<file path="config.mk">
export PLATFORM = sky130hd
export DESIGN_NAME = display_scan_ctrl
export DESIGN_NICKNAME = d
export VERILOG_FILES = /design/src/rtl/display_scan_ctrl.sv
export SDC_FILE = /design/constraint.sdc
export NUM_CORES = 1
export LEC_CHECK = 0
export CORE_AREA = 5 5 97 99
export DETAILED_ROUTE_END_ITERATION = 10
export DIE_AREA = 0 0 102 104
export MAX_ROUTING_LAYER = met4
export SETUP_SLACK_MARGIN = 0.3
export SYNTH_ARGS = -nofsm -noshare
export SYNTH_HDL_FRONTEND = slang
export SYNTH_SLANG_ARGS = --single-unit
</file>
<file path="constraint.sdc">
create_clock -name clk0 -period 5.07 [get_ports clk0]
set_input_delay 1.014 -clock clk0 [delete_from_list [all_inputs] [get_ports clk0]]
set_output_delay 1.014 -clock clk0 [all_outputs]
set_load 0.01 [all_outputs]
</file>
<file path="src/rtl/display_scan_ctrl.sv">
// display_scan_ctrl: four-digit multiplexed 7-segment scanner with latched V/D fault display.
// Defining DISPLAY_SCAN_BLINK_EN makes the fault pattern blink; otherwise it is shown steadily.
module display_scan_ctrl #(
  parameter int REFRESH_DIV = 50000,
  parameter int BLINK_DIV   = 16
) (
  input  logic        clk0,
  input  logic        rst_n,
  input  logic        v_sense,
  input  logic        d_valor,
  input  logic [2:0]  select,
  input  logic        clr_err,
  input  logic [15:0] digit_data,
  output logic [3:0]  digitos,
  output logic [6:0]  segmentos,
  output logic [1:0]  scan_idx,
  output logic        err_active
);
  localparam int CW = (REFRESH_DIV > 2) ? $clog2(REFRESH_DIV) : 1;
  localparam logic [6:0] SEG_BLANK = 7'b1111111;
  localparam logic [6:0] SEG_E     = 7'b0000110;

  typedef enum logic [1:0] {NORMAL, ERR_SHOW, ERR_BLANK} state_t;
  state_t state, state_n;

  logic [CW-1:0] cnt;
  logic          started;
  logic          slot_tick;
  logic          frame_tick;
  logic          blink_done;
  logic [1:0]    next_idx;
  logic [1:0]    seg_idx;
  logic          v_err, d_err;
  logic          v_set, d_set;
  logic          v_err_n, d_err_n;
  logic [6:0]    seg_n;

  function automatic logic [6:0] hex7(input logic [3:0] v);
    case (v)
      4'h0: hex7 = 7'b1000000;  4'h1: hex7 = 7'b1111001;
      4'h2: hex7 = 7'b0100100;  4'h3: hex7 = 7'b0110000;
      4'h4: hex7 = 7'b0011001;  4'h5: hex7 = 7'b0010010;
      4'h6: hex7 = 7'b0000010;  4'h7: hex7 = 7'b1111000;
      4'h8: hex7 = 7'b0000000;  4'h9: hex7 = 7'b0010000;
      4'hA: hex7 = 7'b0001000;  4'hB: hex7 = 7'b0000011;
      4'hC: hex7 = 7'b1000110;  4'hD: hex7 = 7'b0100001;
      4'hE: hex7 = 7'b0000110;  default: hex7 = 7'b0001110;
    endcase
  endfunction

  assign slot_tick  = (cnt == CW'(REFRESH_DIV - 1));
  assign frame_tick = slot_tick && started && (scan_idx == 2'd3);
  // The first tick after reset lights digit 0 rather than stepping past it.
  assign next_idx   = started ? scan_idx + 2'd1 : 2'd0;
  assign seg_idx    = slot_tick ? next_idx : scan_idx;

  always_ff @(posedge clk0 or negedge rst_n) begin
    if (!rst_n) begin
      cnt      <= '0;
      started  <= 1'b0;
      scan_idx <= 2'd0;
      digitos  <= 4'b1111;
    end else if (slot_tick) begin
      cnt      <= '0;
      started  <= 1'b1;
      scan_idx <= next_idx;
      digitos  <= ~(4'b0001 << next_idx);
    end else begin
      cnt <= cnt + CW'(1);
    end
  end

  // Sticky faults; a set in the same cycle as clr_err wins.
  assign v_set   = v_sense && ((select == 3'b000) || (select == 3'b001));
  assign d_set   = d_valor && ((select == 3'b000) || (select == 3'b010));
  assign v_err_n = v_set || (v_err && !clr_err);
  assign d_err_n = d_set || (d_err && !clr_err);

  always_ff @(posedge clk0 or negedge rst_n) begin
    if (!rst_n) begin
      v_err      <= 1'b0;
      d_err      <= 1'b0;
      err_active <= 1'b0;
    end else begin
      v_err      <= v_err_n;
      d_err      <= d_err_n;
      err_active <= v_err_n || d_err_n;
    end
  end

`ifdef DISPLAY_SCAN_BLINK_EN
  logic [7:0] frame_cnt;
  assign blink_done = frame_tick && (frame_cnt == 8'(BLINK_DIV - 1));

  always_ff @(posedge clk0 or negedge rst_n) begin
    if (!rst_n) frame_cnt <= '0;
    else if (state_n != state) frame_cnt <= '0;
    else if (frame_tick && (state != NORMAL)) frame_cnt <= frame_cnt + 8'd1;
  end
`else
  logic [7:0] blink_unused;
  assign blink_done   = 1'b0;
  assign blink_unused = 8'(BLINK_DIV);
`endif

  always_ff @(posedge clk0 or negedge rst_n) begin
    if (!rst_n) state <= NORMAL;
    else        state <= state_n;
  end

  always_comb begin
    state_n = state;
    if (!err_active) begin
      state_n = NORMAL;
    end else begin
      case (state)
        NORMAL:    state_n = ERR_SHOW;
        ERR_SHOW:  if (blink_done) state_n = ERR_BLANK;
        ERR_BLANK: if (blink_done) state_n = ERR_SHOW;
        default:   state_n = NORMAL;
      endcase
    end
  end

  // Pattern for the digit that will be lit once this edge completes.
  always_comb begin
    seg_n = SEG_BLANK;
    case (state_n)
      NORMAL: seg_n = hex7(digit_data[{seg_idx, 2'b00} +: 4]);
      ERR_SHOW: begin
        if (seg_idx == 2'd0)      seg_n = SEG_E;
        else if (seg_idx == 2'd1) seg_n = (v_err && d_err) ? 7'b0100100 :
                                          (v_err ? 7'b1000000 : 7'b1111001);
      end
      default: seg_n = SEG_BLANK;
    endcase
  end

  always_ff @(posedge clk0 or negedge rst_n) begin
    if (!rst_n) segmentos <= SEG_BLANK;
    else if (slot_tick || (state_n != state)) segmentos <= seg_n;
  end
endmodule

</file>
# Word level (Yosys, flattened, before mapping)

Memories as Yosys holds them, arrays and structs flattened.
Cells that the tools add are included.

Bits in writable memories: 0
Memories: 1
Memory bits (read-only): 112
Bits in latches: 0
Flip-flop bits (word level): 35
Bits of input ports: 24

Div/mod/pow operators: 0
Magnitude comparators: 0
Reduce and logical (&&, ||, !) cells: 17
$add $sub $neg: 2
Mux-type cells: 10
Bitwise operators: 1
Eq/ne operators: 8
Shift operators: 2
Multipliers: 0

Memories:

| name             | words | width | read ports | clocked after memory_dff | write ports | line | RTL |
|---|---|---|---|---|---|---|---|
| (name not given) | 16    | 7     | 1          | 0                        | 0           | 39   | `case (v)` |

Operators by type and width:

| cell                    | count |
|---|---|
| $mux W7                 | 3 |
| $add A16 B1 Y16 const B | 1 |
| $eq A16 B16 Y1 const B  | 1 |
| $mux W16                | 1 |
| $shiftx A16 B5 Y4       | 1 |
| $pmux W7 S2             | 1 |
| $eq A2 B1 Y1 const B    | 3 |
| $logic_not A2 Y1        | 3 |
| $logic_or A1 B1 Y1      | 6 |
| $mux W2                 | 3 |
| $mux W6                 | 1 |
| $logic_and A1 B1 Y1     | 5 |
| $not A4 Y4              | 1 |
| $pmux W2 S2             | 1 |
| $shl A1 B2 Y4 const A   | 1 |
| $eq A3 B1 Y1 const B    | 1 |
| $eq A3 B2 Y1 const B    | 1 |
| $logic_not A3 Y1        | 1 |
| $add A2 B1 Y2 const B   | 1 |
| $eq A2 B2 Y1 const B    | 1 |
| $ne A2 B2 Y1            | 1 |
| $reduce_or A2 Y1        | 1 |
| $logic_not A1 Y1        | 1 |

# Logic depth before layout (Yosys ltp)

Gate-level depths: netlist of run 1.

Depth in word-level cells: 7
Depth in mapped cells: 13

# Worst setup path before layout of run 1

OpenSTA, ideal clock, no wires.

Path kind: register to register
Start: reg cnt[5]
End: reg segmentos[4]
Path buffers: 2
Path slack: 1.970 ns
Clock period less this slack: 3.100 ns
Arrival: 3.022 ns
Setup time: 0.077 ns
Stages on the path, launching flop included: 11
Required time: 4.993 ns
Cells stage by stage: dfrtp_1 -> or4b_4 -> or4_1 -> buf_6 -> clkbuf_1 -> nand3_1 -> and2_1 -> inv_1 -> ha_1 -> or4_1 -> a31oi_1

Cells in the longest elaborated chain, start to end: 6
Elaborated cells between the ends (all ways): 10
Classes of those cells: eq/ne: 2; shift: 1; mux: 4; reduce/logical: 2; memory: 1

RTL lines:

| element                                                | line | RTL |
|---|---|---|
| start, declared                                        | 26   | `logic [CW-1:0] cnt;` |
| start signal, assigned                                 | 69   | `cnt <= cnt + CW'(1);` |
| $eq A16 B16 Y1 (*)                                     | 51   | `assign slot_tick = (cnt == CW'(REFRESH_DIV - 1));` |
| branches (longest 5 deep; another with $mem_v2 Z16 W7) | n/a  |  |
| end signal, assigned                                   | 141  | `else if (slot_tick \|\| (state_n != state)) segmentos <= seg_n;` |
| end, declared                                          | 15   | `output logic [6:0] segmentos,` |

Mark *: on every way between the ends.
A chain may end at the register's enable or synchronous reset.

# Worst setup path in the final report of run 1

Start: reg cnt[5]
End: reg segmentos[3]

Same word-level chain as after synthesis.

==> results of run 1 <==
layout make-up:
cell class / count / area share (%)
sequential: 35 / 29.9
clock inverter: 2 / 1.18
inverter: 13 / 1.64
multi-input combinational: 199 / 47.0
clock buffer: 6 / 2.78
tap: 108 / 4.55
timing repair buffer: 39 / 13.0
routing by layer:
| layer | vias to the layer above | part of all wire, % | GRT usage [%] |
|---|---|---|---|
| met5 | - | 0 | - |
| met4 | 0 | 0.95 | 3.19 |
| met3 | 6 | 5.2 | 2.88 |
| met2 | 50 | 43 | 15.3 |
| met1 | 966 | 50 | 18.0 |
| li1 | 1013 | - | - |
sequential cells by signal, summed over array words and instances (netlist names):
register and flops:
cnt 16, segmentos 7, digitos 4, scan_idx 2, state 2, d_err 1, err_active 1, started 1
v_err 1
report_power, final:
part / leakage [nW] / internal [mW] / switching [mW]
clock: 0.0612 / 0.159 / 0.101
combinational: 0.741 / 0.0918 / 0.0843
sequential: 0.430 / 0.315 / 0.0192
metrics by stage:
step / instances / hold slack (ns) / power [mW] / instance area [µm²]
CTS: 402 / 0.478 / 0.780 / 2970
floorplan: 260 / 0.448 / 0.424 / 2380
global route: 402 / 0.487 / 0.810 / 2970
finish: 402 / 0.471 / 0.771 / 2970
detailed placement: 394 / 0.467 / 0.514 / 2860
global placement: 394 / 0.458 / 0.515 / 2860
layout by cell type (no fill, tap or decap), types with 3 or more instances in the layout:
master            n
a211oi_1          4
a21o_1            3
a21oi_1           9
a31oi_1           8
and2_1            4
and3_1            6
clkbuf_8          6
clkdlybuf4s50_1  37
dfrtp_1          24
dfstp_2          11
ha_1              8
inv_1            13
mux2_2            4
mux2i_1           7
nand2_1          18
nand2b_1          7
nand3_1           8
nor2_1           22
nor2b_1           9
nor3_1            4
o21ai_0          13
o22ai_1           3
or2_2             3
or4_1             3
xnor2_1           8
xor2_1            7
kinds of logic after synthesis:
family	after synthesis	share of synthesized area, %
mux	13	6.72
simple gates	98	22.6
buf+inv	26	4.41
flops	35	37.3
compound gates	65	19.2
xor+xnor	15	5.51
fa+ha+maj	8	4.20
final timing paths:
check                      depth (start not counted)                        to                   start  slack, ns
min reg2reg                                        2    digitos[0]$_DFFE_PN1N_  digitos[0]$_DFFE_PN1N_       0.47
min                                                2    digitos[0]$_DFFE_PN1N_  digitos[0]$_DFFE_PN1N_       0.47
max reg2reg                                        9  segmentos[3]$_DFFE_PN1P_        cnt[5]$_DFF_PN0_       1.54
min in group asynchronous                          2     scan_idx[1]$_DFF_PN0_                   rst_n       1.14
max                                                9  segmentos[3]$_DFFE_PN1P_        cnt[5]$_DFF_PN0_       1.54
max in group asynchronous                          2  segmentos[3]$_DFFE_PN1P_                   rst_n       3.58
critical path, stage by stage, from the launching register on:
cell      delay [ns]
dfrtp_1         0.40
or4b_4          0.58
or4_1           0.83
a211oi_1        0.42
nor2_1          0.21
inv_1           0.15
ha_1            0.24
o21ai_0         0.11
a2111o_1        0.41
o211ai_1        0.09
==> metrics list, run 1 <==
- The flow ran to the end, and the final reports show no timing, DRC or antenna violations.
- Entering global routing, the biggest net connects 36 pins.
* Number of nets in the layout: 325
* Data arrival time of the critical path: 3.74 ns
* Final worst slack: 1.54 ns
- For this configuration, the core starts out at a cell density of 28.1%.
* Type of the worst setup path: flop to flop
* Area of combinational cells with multiple inputs: 0.00140 mm²
* Die outline area: 0.0106 mm²
- VDD sags by at most 167 µV.
- Final number of hold-violating endpoints: 0
- Sequential share of the synthesized area: 37.3%
- Most frequent cell after synthesis: dfrtp_1
- TritonCTS clock tree: yes
- From bottom edge to top edge, the die measures 104 µm.
- For this design, the CTS-stage hold fixing added 0 buffers.
- Using the TritonRoute via totals, the vias-per-cell ratio works out to 5.06.
* DRC violation count after routing: 0
- Relative to the synthesized area, the layout overhead comes to 24.8%.
* Number of synthesized register bits: 35
- CTS Root Cell: clkbuf_8
* Setup TNS: 0 ns
- For this block, the initial DRC count from the detailed router was 121.
* Max-slew violation total from the final report: 0
- For this design the static power due to leakage is 1.23 nW.
* Max Fclk: 0.283 GHz
* Clk buf depth: 2
- Via count of the routed design: 2035
* Final Util: 35.1%
- Pwr Density: 259 mW/mm²
- Once detailed placement completed, the half-perimeter wirelength came to 4520 µm.
- Worst Setup Start Kind: flop
- The detail route stage leaves a number of antenna-violating nets equal to 0.
* Count of TritonRoute iterations in the first routing pass: 4
- Gate count of the mapped netlist: 260
- The most used flip-flop cell after synthesis is dfrtp_1.
* Htree depth: 2
* Sequential cell area: 890 µm²
- Number of port buffers: 37
- The worst path in the final design needs a cycle of 3.53 ns, including I/O delays and setup.
- Commonest cells in the synthesized netlist: 24 x dfrtp_1, 22 x nor2_1, 18 x nand2_1, 13 x inv_1, 13 x o21ai_0
- Post-synthesis instance area: 0.00238 mm²
- Yosys mapped a number of flops with a built-in enable equal to 0.
- Synthesis produced a netlist with a net count of 292.
* Post-cts sizing count: 0
- Total number of clock tree sinks: 35
- Pre-CTS setup slack: 1.57 ns
- For this block, the routed nets add up to 6020 µm of wire.
* Total setup violations reported at the end of the flow: 0
- The netlist uses 59 different library cells.
- Along the worst path, the maximum fanout reaches 17.
- Via count of the first global-routing pass: 1988
- Wire length of the first global-routing pass: 9890 µm
* Placeable core region: 0.00847 mm²
* Setup repair after global routing missed its margin: no
- Fraction of registers with async set/reset: 100%
- Initial antenna violation count: 0
* Ports placed on the boundary: 38
* Clock skew after layout: 0.0132 ns
* Number of cell rows: 34
* Share of layout cells above drive strength 1: 11.9%
* Slew Limit Headroom: 42.2%
- For this run, the number of Yosys warnings is 0.
* Die outline width: 102 µm
- Averaged over all synthesized cells, the footprint is 9.16 µm².
- After filler insertion, the fill cell instance count of the layout stands at 870.
* Number of buffers created by CTS: 5
* Required arrival time at the worst endpoint: 5.27 ns
* Setup fix buffers added after clock tree synthesis: 0
* Crit end category: flop
- Routed wire per std cell: 15.0 µm
- Final global-route overflow total: 0
- Total routing usage reported by global routing: 11.8%
* Class of the tightest hold or removal check: flop to flop
* Top post-synthesis cells by area: dfrtp_1 25%, dfstp_2 12%, ha_1 4.2%
- Insertion delay to the later sink of the worst-skew pair: 0.29 ns
* Maximum capacitance violations: 0
- Clock edge transition at the registers on the reported setup and hold paths: 0.07 ns
- Transition time at the pin with the least slew margin: 0.867 ns
- Top cell type's share of synthesized area: 25.2%
- The worst path uses 69.6% of the clock period.
- At the end of routability-driven placement, the weighted congestion stood at 0.883.
- The largest total area in the synthesized netlist belongs to dfrtp_1.
- The repair_antennas step left the layout with diodes totalling 0.
Power figures use the tool's default switching activity.
==> run 2, diff against run 1 <==
clock period = 3.53 ns   (was 5.07 ns; I/O delays follow)
==> run 2 against run 1 <==
Net effect: worst setup slack worse by 1.1 ns; first-iteration DRC count fell by 20%; largest power group unchanged; die area unchanged; clock-buffer cell count increased by 1; sequential share of layout area shrank 0.10 points; clock power up 8.0%; critical path type unchanged; combinational power grew 43%; highest routed layer unchanged; worst hold slack got worse by 0.011 ns.
==> metrics list, run 2 (synthesized netlist as in run 1, its figures left out) <==
* Number of buffers created by CTS: 5 (unchanged)
- Clock skew after layout: 0.0169 ns (was 0.0132 ns)
- The data required time of the critical path is 3.73 ns (was 5.27 ns).
- The half-perimeter wire length after placement is 4610 µm (was 4520 µm).
- Total routing usage reported by global routing: 12.1% (was 11.8%)
- Final global-route overflow total: 0 (unchanged)
- The relative slew slack is 62.8% (was 42.2%).
- Die outline area: 0.0106 mm² (unchanged)
- The post-route worst hold slack was 0.460 ns (was 0.471 ns).
- The number of gates resized after CTS came to 0 (unchanged).
* Initial antenna violation count: 0 (unchanged)
- The max-slew violation count came to 0 (unchanged).
* Worst reg-to-reg path cell count: 8 (was 9)
- Setup repair after global routing missed its margin: no (unchanged).
* Portion of total power attributed to sequential cells: 47.4% (was 43.4%)
* Origin of the worst setup path: cnt[7]$_DFF_PN0_ (was cnt[5]$_DFF_PN0_)
- Register name with the most flops: cnt (unchanged)
* Y dimension of the die: 104 µm (unchanged)
- The via count is 2075 (was 2035).
- The share of total power in combinational logic came to 24.8% (was 22.8%).
- Type of the worst setup path: flop to flop (unchanged)
- The clock network fraction of total power came to 27.7% (was 33.8%).
- The total count of hold-check failures in the final report is 0 (unchanged).
* Area of combinational cells with multiple inputs: 0.00140 mm² (about the same)
- The number of top-level pins was 38 (unchanged).
- The worst-path maximum fanout came to 6 (was 17).
* Total setup violations reported at the end of the flow: 0 (unchanged)
- The area overhead of the layout relative to synthesis came to 25.2% (was 24.8%).
* Setup TNS: 0 ns (unchanged)
- The per-cell via count in the routed design came to 5.10 (was 5.06).
- The worst flop-to-flop path startpoint is cnt[7]$_DFF_PN0_ (was cnt[5]$_DFF_PN0_).
* Routed Antenna Nets: 0 (unchanged)
- R2R Path End: segmentos[4]$_DFFE_PN1P_ (was segmentos[3]$_DFFE_PN1P_)
- Final Instance Area: 0.00298 mm² (was 0.00297 mm²)
- The fraction of final layout cells with drive strength greater than 1 came to 13.4% (was 11.9%).
- First-iteration detailed-routing DRC count: 97 (was 121)
- Worst path most repeated cell: or4_1
* Fraction of the cycle the final worst path needs: 87.2% (was 69.6%)
- Post-layout min period: 3.08 ns (was 3.53 ns)
- Maximum capacitance violations: 0 (unchanged)
* DRC violation count after routing: 0 (unchanged)
* Via count of the first global-routing pass: 2053 (was 1988)
* Htree depth: 2 (unchanged)
* Pwr Density: 341 mW/mm² (was 259 mW/mm²)
- Total chip power: 1.02 mW (was 0.771 mW)
- The number of cells in the finished layout apart from fillers was 407 (was 402).
* Worst path max stage delay: 0.57 ns (was 0.83 ns)
* Data arrival time of the critical path: 3.28 ns (was 3.74 ns)
* Pre-CTS setup slack: 0.397 ns (was 1.57 ns)
* Most used cells in the layout excluding fill and tap cells: 37 x clkdlybuf4s50_1, 24 x dfrtp_1, 22 x nor2_1 (unchanged)
- Total length of routed wires: 6110 µm (was 6020 µm)
- Clock edge transition at the registers on the reported setup and hold paths: 0.08 ns (was 0.07 ns)
- Placed cells: 399 (was 394)
* Worst vdd rail ir drop: 220 µV (was 167 µV)
- The final weighted congestion in routability-driven placement came to 0.906 (was 0.883).
- Transition time at the pin with the least slew margin: 0.558 ns (was 0.867 ns)
- Status: finished, final reports clean (unchanged).
* Clk buf depth: 2 (unchanged)
* Max Fclk: 0.325 GHz (was 0.283 GHz)
- Leakage: 1.24 nW (was 1.23 nW)
- Cell with the largest stage delay on the worst path: or4b_4 (was or4_1)
* Class of the tightest hold or removal check: flop to flop (unchanged)
- Slack of the worst reg-to-reg path: 0.45 ns (was 1.54 ns)
- The net load switching power was 0.291 mW (was 0.205 mW).
- Worst Setup Start Kind: flop (unchanged)
* Largest registers in the final layout: cnt (16), segmentos (7), digitos (4) (unchanged)
- The first-pass detailed-route iteration total came to 4 (unchanged).
- The number of input and output port buffers inserted is 37 (unchanged).
* Number of nets in the layout: 330 (was 325)
- Max reg flops: 16 (unchanged)
- Final worst slack: 0.451 ns (was 1.54 ns)
* Placeable core region: 0.00847 mm² (unchanged)
- CTS Root Cell: clkbuf_8 (unchanged)
* Sw frac: 28.6% (was 26.6%)
- Wire length of the first global-routing pass: 10200 µm (was 9890 µm)
* Ordered list of cells on the worst path: or4b_4, or4_1, nand3_1, and2_2, inv_1, ha_1, or4_1, a31oi_1 (was or4b_4, or4_1, a211oi_1, nor2_1, inv_1, ha_1, o21ai_0, a2111o_1, o211ai_1)
* Layout filler cell count: 850 (was 870)
* Diodes inserted: 0 (unchanged)
- Number of cell rows: 34 (unchanged)
- Insertion delay to the later sink of the worst-skew pair: 0.29 ns (about the same)
* Number of buffers added to fix hold violations after cts: 0 (unchanged)
- Worst setup path endpoint: segmentos[4]$_DFFE_PN1P_ (was segmentos[3]$_DFFE_PN1P_)
* Die outline width: 102 µm (unchanged)
* Routed wire per std cell: 15.0 µm (about the same)
- Setup fix buffers added after clock tree synthesis: 0 (unchanged)
* Placed cell area: 0.00289 mm² (was 0.00286 mm²)
- The critical path endpoint category is a flop (unchanged).
- Sequential cell area: 890 µm² (unchanged)
- The commonest non-fill, non-tap cell in the layout is clkdlybuf4s50_1 (unchanged).
- Starting Density: 28.1% (unchanged)
- Startpoint of the most critical hold path: digitos[0]$_DFFE_PN1N_ (unchanged)
- Maximum number of pins on one net before global-route repair: 36 (unchanged)
- The internal power summed over all cells was 0.725 mW (was 0.566 mW).
- TritonCTS clock tree: yes (unchanged)
* Final Util: 35.2% (was 35.1%)
- The number of sinks driven by the clock tree was 35 (unchanged).
==> run 2: worst max-delay path: cells and delay by family, from the launching register on <==
kind | cells | cell delay, ns
and+or+nand+nor | 5 | 2.04
adders and majority gates | 1 | 0.20
AOI/OAI and AO/OA | 1 | 0.23
DFF | 1 | 0.43
buffers and inverters | 1 | 0.10
==> run 2: worst min-delay path by stage <==
stage / to / slack, ns / depth (start not counted)
4_1_cts: digitos[0]$_DFFE_PN1N_ / 0.47 / 2
3_3_place_gp: digitos[0]$_DFFE_PN1N_ / 0.45 / 2
6_report: digitos[0]$_DFFE_PN1N_ / 0.46 / 2
2_1_floorplan: cnt[0]$_DFF_PN0_ / 0.41 / 0
3_5_place_dp: digitos[0]$_DFFE_PN1N_ / 0.46 / 2
5_1_grt: digitos[0]$_DFFE_PN1N_ / 0.49 / 2
==> run 2: routing by layer <==
metal | vias to the layer above | GRT usage, % | part of all wire [%]
met5 | - | - | 0
li1 | 1022 | - | -
met2 | 57 | 16.8 | 42
met3 | 4 | 3.35 | 6.0
met4 | 0 | 1.97 | 0.75
met1 | 992 | 17.7 | 51
==> run 2: layout make-up <==
type	count	area share (%)
Clock inverter	1	0.252
Clock buffer	7	2.56
Inverter	13	1.64
Timing Repair Buffer	44	14.2
Tap cell	108	4.53
Sequential cell	35	29.8
Multi-Input combinational cell	199	47.0
==> run 2: power by group through the flow <==
stage               Sequential, mW  Clock [mW]  Combinational, mW
finish                       0.482       0.282              0.252
floorplan                    0.493           0              0.115
global placement             0.489           0              0.251
CTS                          0.482       0.292              0.253
global route                 0.488       0.310              0.274
detailed placement           0.487           0              0.250
==> run 3, diff against run 2 <==
ABC_AREA = 1   (was not set)
CORE_AREA = 5 5 94 96   (was 5 5 97 99)
DIE_AREA = 0 0 99 101   (was 0 0 102 104)
==> run 3 against run 2 <==
Net effect: final cell count up 6.9%; clock power about the same; first-iteration DRC count down 42%; die area down 5.7%; sequential cell count unchanged; largest power group unchanged; utilization down 0.14 points.
==> metrics list, run 3 <==
- Die outline width: 99 µm (was 102 µm)
- The H-tree depth is 2 (unchanged).
* Number of enable-type register cells in the synthesized netlist: 0 (unchanged)
- The flip-flop count of the largest register after layout came to 16 (unchanged).
- Most used cells in the layout excluding fill and tap cells: 68 x nand2_1, 41 x inv_1, 37 x clkdlybuf4s50_1 (was 37 x clkdlybuf4s50_1, 24 x dfrtp_1, 22 x nor2_1).
- Layout overhead on the synthesized area: 25.8% (was 25.2%)
- DRC violation count after routing: 0 (unchanged)
- The worst clock skew came to 0.0153 ns (was 0.0169 ns).
- The number of antenna violations at the first check in global routing came to 0 (unchanged).
- The wire length of the first global-routing pass is 8670 µm (was 10200 µm).
- Type of the worst setup path: flop to flop (unchanged)
- The per-cell routed wire length was 11.6 µm (was 15.0 µm).
- Crit end category: flop (unchanged)
* Pwr Density: 340 mW/mm² (was 341 mW/mm²)
* Register name with the most flops: cnt (unchanged)
* Sequential share of the synthesized area: 40.0% (was 37.3%)
* Ports placed on the boundary: 38 (unchanged)
- The sequential cell area was 890 µm² (unchanged).
* Gate count of the mapped netlist: 286 (was 260)
* Fraction of registers with async set/reset: 100% (unchanged)
- Class of the tightest hold or removal check: flop to flop (unchanged)
- Hold path endpoint: cnt[0]$_DFF_PN0_ (was digitos[0]$_DFFE_PN1N_)
* Worst Setup Start Kind: flop (unchanged)
- Maximum capacitance violations: 0 (unchanged)
- Slack of the worst reg-to-reg path: 0.76 ns (was 0.45 ns)
- Cell with the largest stage delay on the worst path: dfrtp_1 (was or4b_4)
- The total number of nets in the final design was 361 (was 330).
- Diodes inserted: 0 (unchanged)
* Commonest cells in the synthesized netlist: 68 x nand2_1, 41 x inv_1, 31 x nor2_1, 29 x nand3_1, 24 x dfrtp_1 (was 24 x dfrtp_1, 22 x nor2_1, 18 x nand2_1, 13 x inv_1, 13 x o21ai_0)
- Status: finished, final reports clean (unchanged).
- The number of CTS-inserted buffers came to 5 (unchanged).
- The latest clock arrival within the worst-skew pair was 0.29 ns (about the same).
- Data arrival time of the critical path: 2.99 ns (was 3.28 ns)
- Top post-synthesis cells by area: dfrtp_1 27%, dfstp_2 13%, nand2_1 11% (was dfrtp_1 25%, dfstp_2 12%, ha_1 4.2%).
- The per-cell via count in the routed design is 4.39 (was 5.10).
- Worst reg-to-reg path cell count: 16 (was 8)
* Hold-critical path depth: 1 (was 2)
- Routability cong.: 0.867 (was 0.906)
* Ordered list of cells on the worst path: ha_1, nand3_2, nor2_2, nand3_2, nand2_2, nand2_1, nand2_1, nand2_1, nand2_2, inv_1, ha_1, nand3b_1, nand2_1, a21oi_1, o21ai_1, nand2_1 (was or4b_4, or4_1, nand3_1, and2_2, inv_1, ha_1, or4_1, a31oi_1)
- The start point of the worst hold path was cnt[0]$_DFF_PN0_ (was digitos[0]$_DFFE_PN1N_).
* Number of synthesized register bits: 35 (unchanged)
- Cell type with the largest total area after synthesis: dfrtp_1 (unchanged)
- The minimum clock period after layout came to 2.77 ns (was 3.08 ns).
* Most frequent cell after synthesis: nand2_1 (was dfrtp_1)
- The half-perimeter wire length after placement came to 4060 µm (was 4610 µm).
* Setup fix buffers added after clock tree synthesis: 0 (unchanged)
- The count of warnings emitted by yosys was 0 (unchanged).
- Total number of clock tree sinks: 35 (unchanged)
* Largest registers in the final layout: cnt (16), segmentos (7), digitos (4) (unchanged)
- Layout filler cell count: 823 (was 850)
* Max Fclk: 0.361 GHz (was 0.325 GHz)
- The total count of hold-check failures in the final report is 0 (unchanged).
* Maximum fanout along the worst path: 11 (was 6)
- The cell chosen for the clock root was clkbuf_8 (unchanged).
- Setup repair after global routing missed its margin: no (unchanged)
- The final setup TNS came to 0 ns (unchanged).
* First-iteration detailed-routing DRC count: 56 (was 97)
- The post-placement cell area came to 0.00271 mm² (was 0.00289 mm²).
- The total overflow reported by the global router is 0 (unchanged).
- The number of input and output port buffers inserted came to 37 (unchanged).
- Most frequent standard cell in the layout excluding fill and tap cells: nand2_1 (was clkdlybuf4s50_1)
* Y dimension of the die: 101 µm (was 104 µm)
- The area of the die is 0.0100 mm² (was 0.0106 mm²).
- The cell family with the largest share of critical-path delay is simple AND/OR/NAND/NOR gates (unchanged).
- Required arrival time at the worst endpoint: 3.75 ns (was 3.73 ns)
* TritonCTS clock tree: yes (unchanged)
* Post-cts sizing count: 0 (unchanged)
* Number of cell rows: 33 (was 34)
* Transition time at the pin with the least slew margin: 0.430 ns (was 0.558 ns)
- The deepest clock path buffer count is 2 (unchanged).
- The remaining antenna violation count after routing was 0 (unchanged).
- The number of cells in the finished layout apart from fillers is 435 (was 407).
- Placed cells: 427 (was 399)
- Count of TritonRoute iterations in the first routing pass: 4 (unchanged)
* Via count of the routed design: 1909 (was 2075)
- The maximum single-stage delay on the critical path came to 0.38 ns (was 0.57 ns).
- R2R Path End: segmentos[6]$_DFFE_PN1P_ (was segmentos[4]$_DFFE_PN1P_)
* Synth cell types: 35 (was 59)
- Area of combinational cells with multiple inputs: 0.00114 mm² (was 0.00140 mm²)
- The max-slew violation count was 0 (unchanged).
- Top cell type's share of synthesized area: 27.0% (was 25.2%)
- Clock edge transition at the registers on the reported setup and hold paths: 0.08 ns (about the same)
* Number of buffers added to fix hold violations after cts: 0 (unchanged)
- The mean instance size in the synthesized netlist was 7.77 µm² (was 9.16 µm²).
- The cell repeated most along the worst path is nand2_1 (was or4_1).
- Synthesized netlist net count: 318 (was 292)
- Placeable core region: 0.00797 mm² (was 0.00847 mm²)
- Slew Limit Headroom: 71.1% (was 62.8%)
* Total setup violations reported at the end of the flow: 0 (unchanged)
* Origin of the critical flop-to-flop path: cnt[0]$_DFF_PN0_ (was cnt[7]$_DFF_PN0_)
- Worst hold margin: 0.468 ns (was 0.460 ns)
- The all-layer global routing usage is 11.0% (was 12.1%).
- Leakage: 1.34 nW (was 1.24 nW)
* Starting Density: 27.9% (was 28.1%)
- The buffer and inverter count on the worst path came to 1 (unchanged).
- The final non-filler cell area was 0.00280 mm² (was 0.00298 mm²).
* Share of layout cells above drive strength 1: 15.2% (was 13.4%)
- The cell area after synthesis came to 0.00222 mm² (was 0.00238 mm²).
* Fraction of the cycle the final worst path needs: 78.5% (was 87.2%)
* Worst vdd rail ir drop: 106 µV (was 220 µV)
- Predominant post-synthesis flop cell: dfrtp_1 (unchanged)
- The total wire length was 5040 µm (was 6110 µm).
- Via count of the first global-routing pass: 1865 (was 2053)
* Maximum number of pins on one net before global-route repair: 36 (unchanged)
==> run 3: cell types whose count changed in the layout (fill, tap and decap cells not counted), moves of 7 or more <==
cell      change
nand2b_1      -7
nor2_1        +9
nand3_1      +21
mux2i_1       -7
nand2_1      +50
nand2_2       +8
inv_1        +28
nor2b_1       -9
==> run 3: metal layers <==
layer,share of wire [%],track usage (%)
met5,0,-
met4,2.2,5.04
met3,4.7,1.59
met2,46,17.3
met1,47,14.1
==> run 3: logic make-up after synthesis <==
logic type / count (synthesis) / synth area share [%]
flops: 35 / 40.0
simple gates: 161 / 37.1
xor+xnor: 3 / 1.18
compound gates: 32 / 8.39
fa+ha+maj: 8 / 4.50
buf+inv: 47 / 8.83
==> run 3: cell type report <==
| class | instances | share of cell area, % |
|---|---|---|
| inverter | 45 | 6.22 |
| timing repair buffer | 38 | 13.5 |
| sequential | 35 | 31.8 |
| tap | 105 | 4.70 |
| clock buffer | 6 | 2.60 |
| multi-input combinational | 204 | 40.7 |
| clock inverter | 2 | 0.492 |
==> run 3: worst max path at each step <==
stage	start	end	depth (start not counted)
finish	cnt[0]$_DFF_PN0_	segmentos[6]$_DFFE_PN1P_	16
global route	cnt[0]$_DFF_PN0_	segmentos[6]$_DFFE_PN1P_	16
CTS	cnt[0]$_DFF_PN0_	segmentos[6]$_DFFE_PN1P_	16
detailed placement	cnt[0]$_DFF_PN0_	segmentos[6]$_DFFE_PN1P_	16
global placement	cnt[0]$_DFF_PN0_	segmentos[6]$_DFFE_PN1P_	16
floorplan	cnt[0]$_DFF_PN0_	segmentos[3]$_DFFE_PN1P_	17
==> run 3: per-stage QoR <==
stage / power, mW / setup slack, ns / utilization [%]
floorplan: 0.569 / 1.24 / -
global placement: 0.679 / 0.933 / 34.0
detailed placement: 0.680 / 0.783 / 34.0
CTS: 0.970 / 0.737 / 35.1
global route: 1.01 / 0.425 / 35.1
finish: 0.952 / 0.759 / 35.1
==> run 3: where the power goes <==
group	switching (mW)	total (mW)	internal, mW
Clock	0.144	0.283	0.139
Combinational	0.0992	0.202	0.103
Sequential	0.0175	0.466	0.449
Total	0.261	0.952	0.691
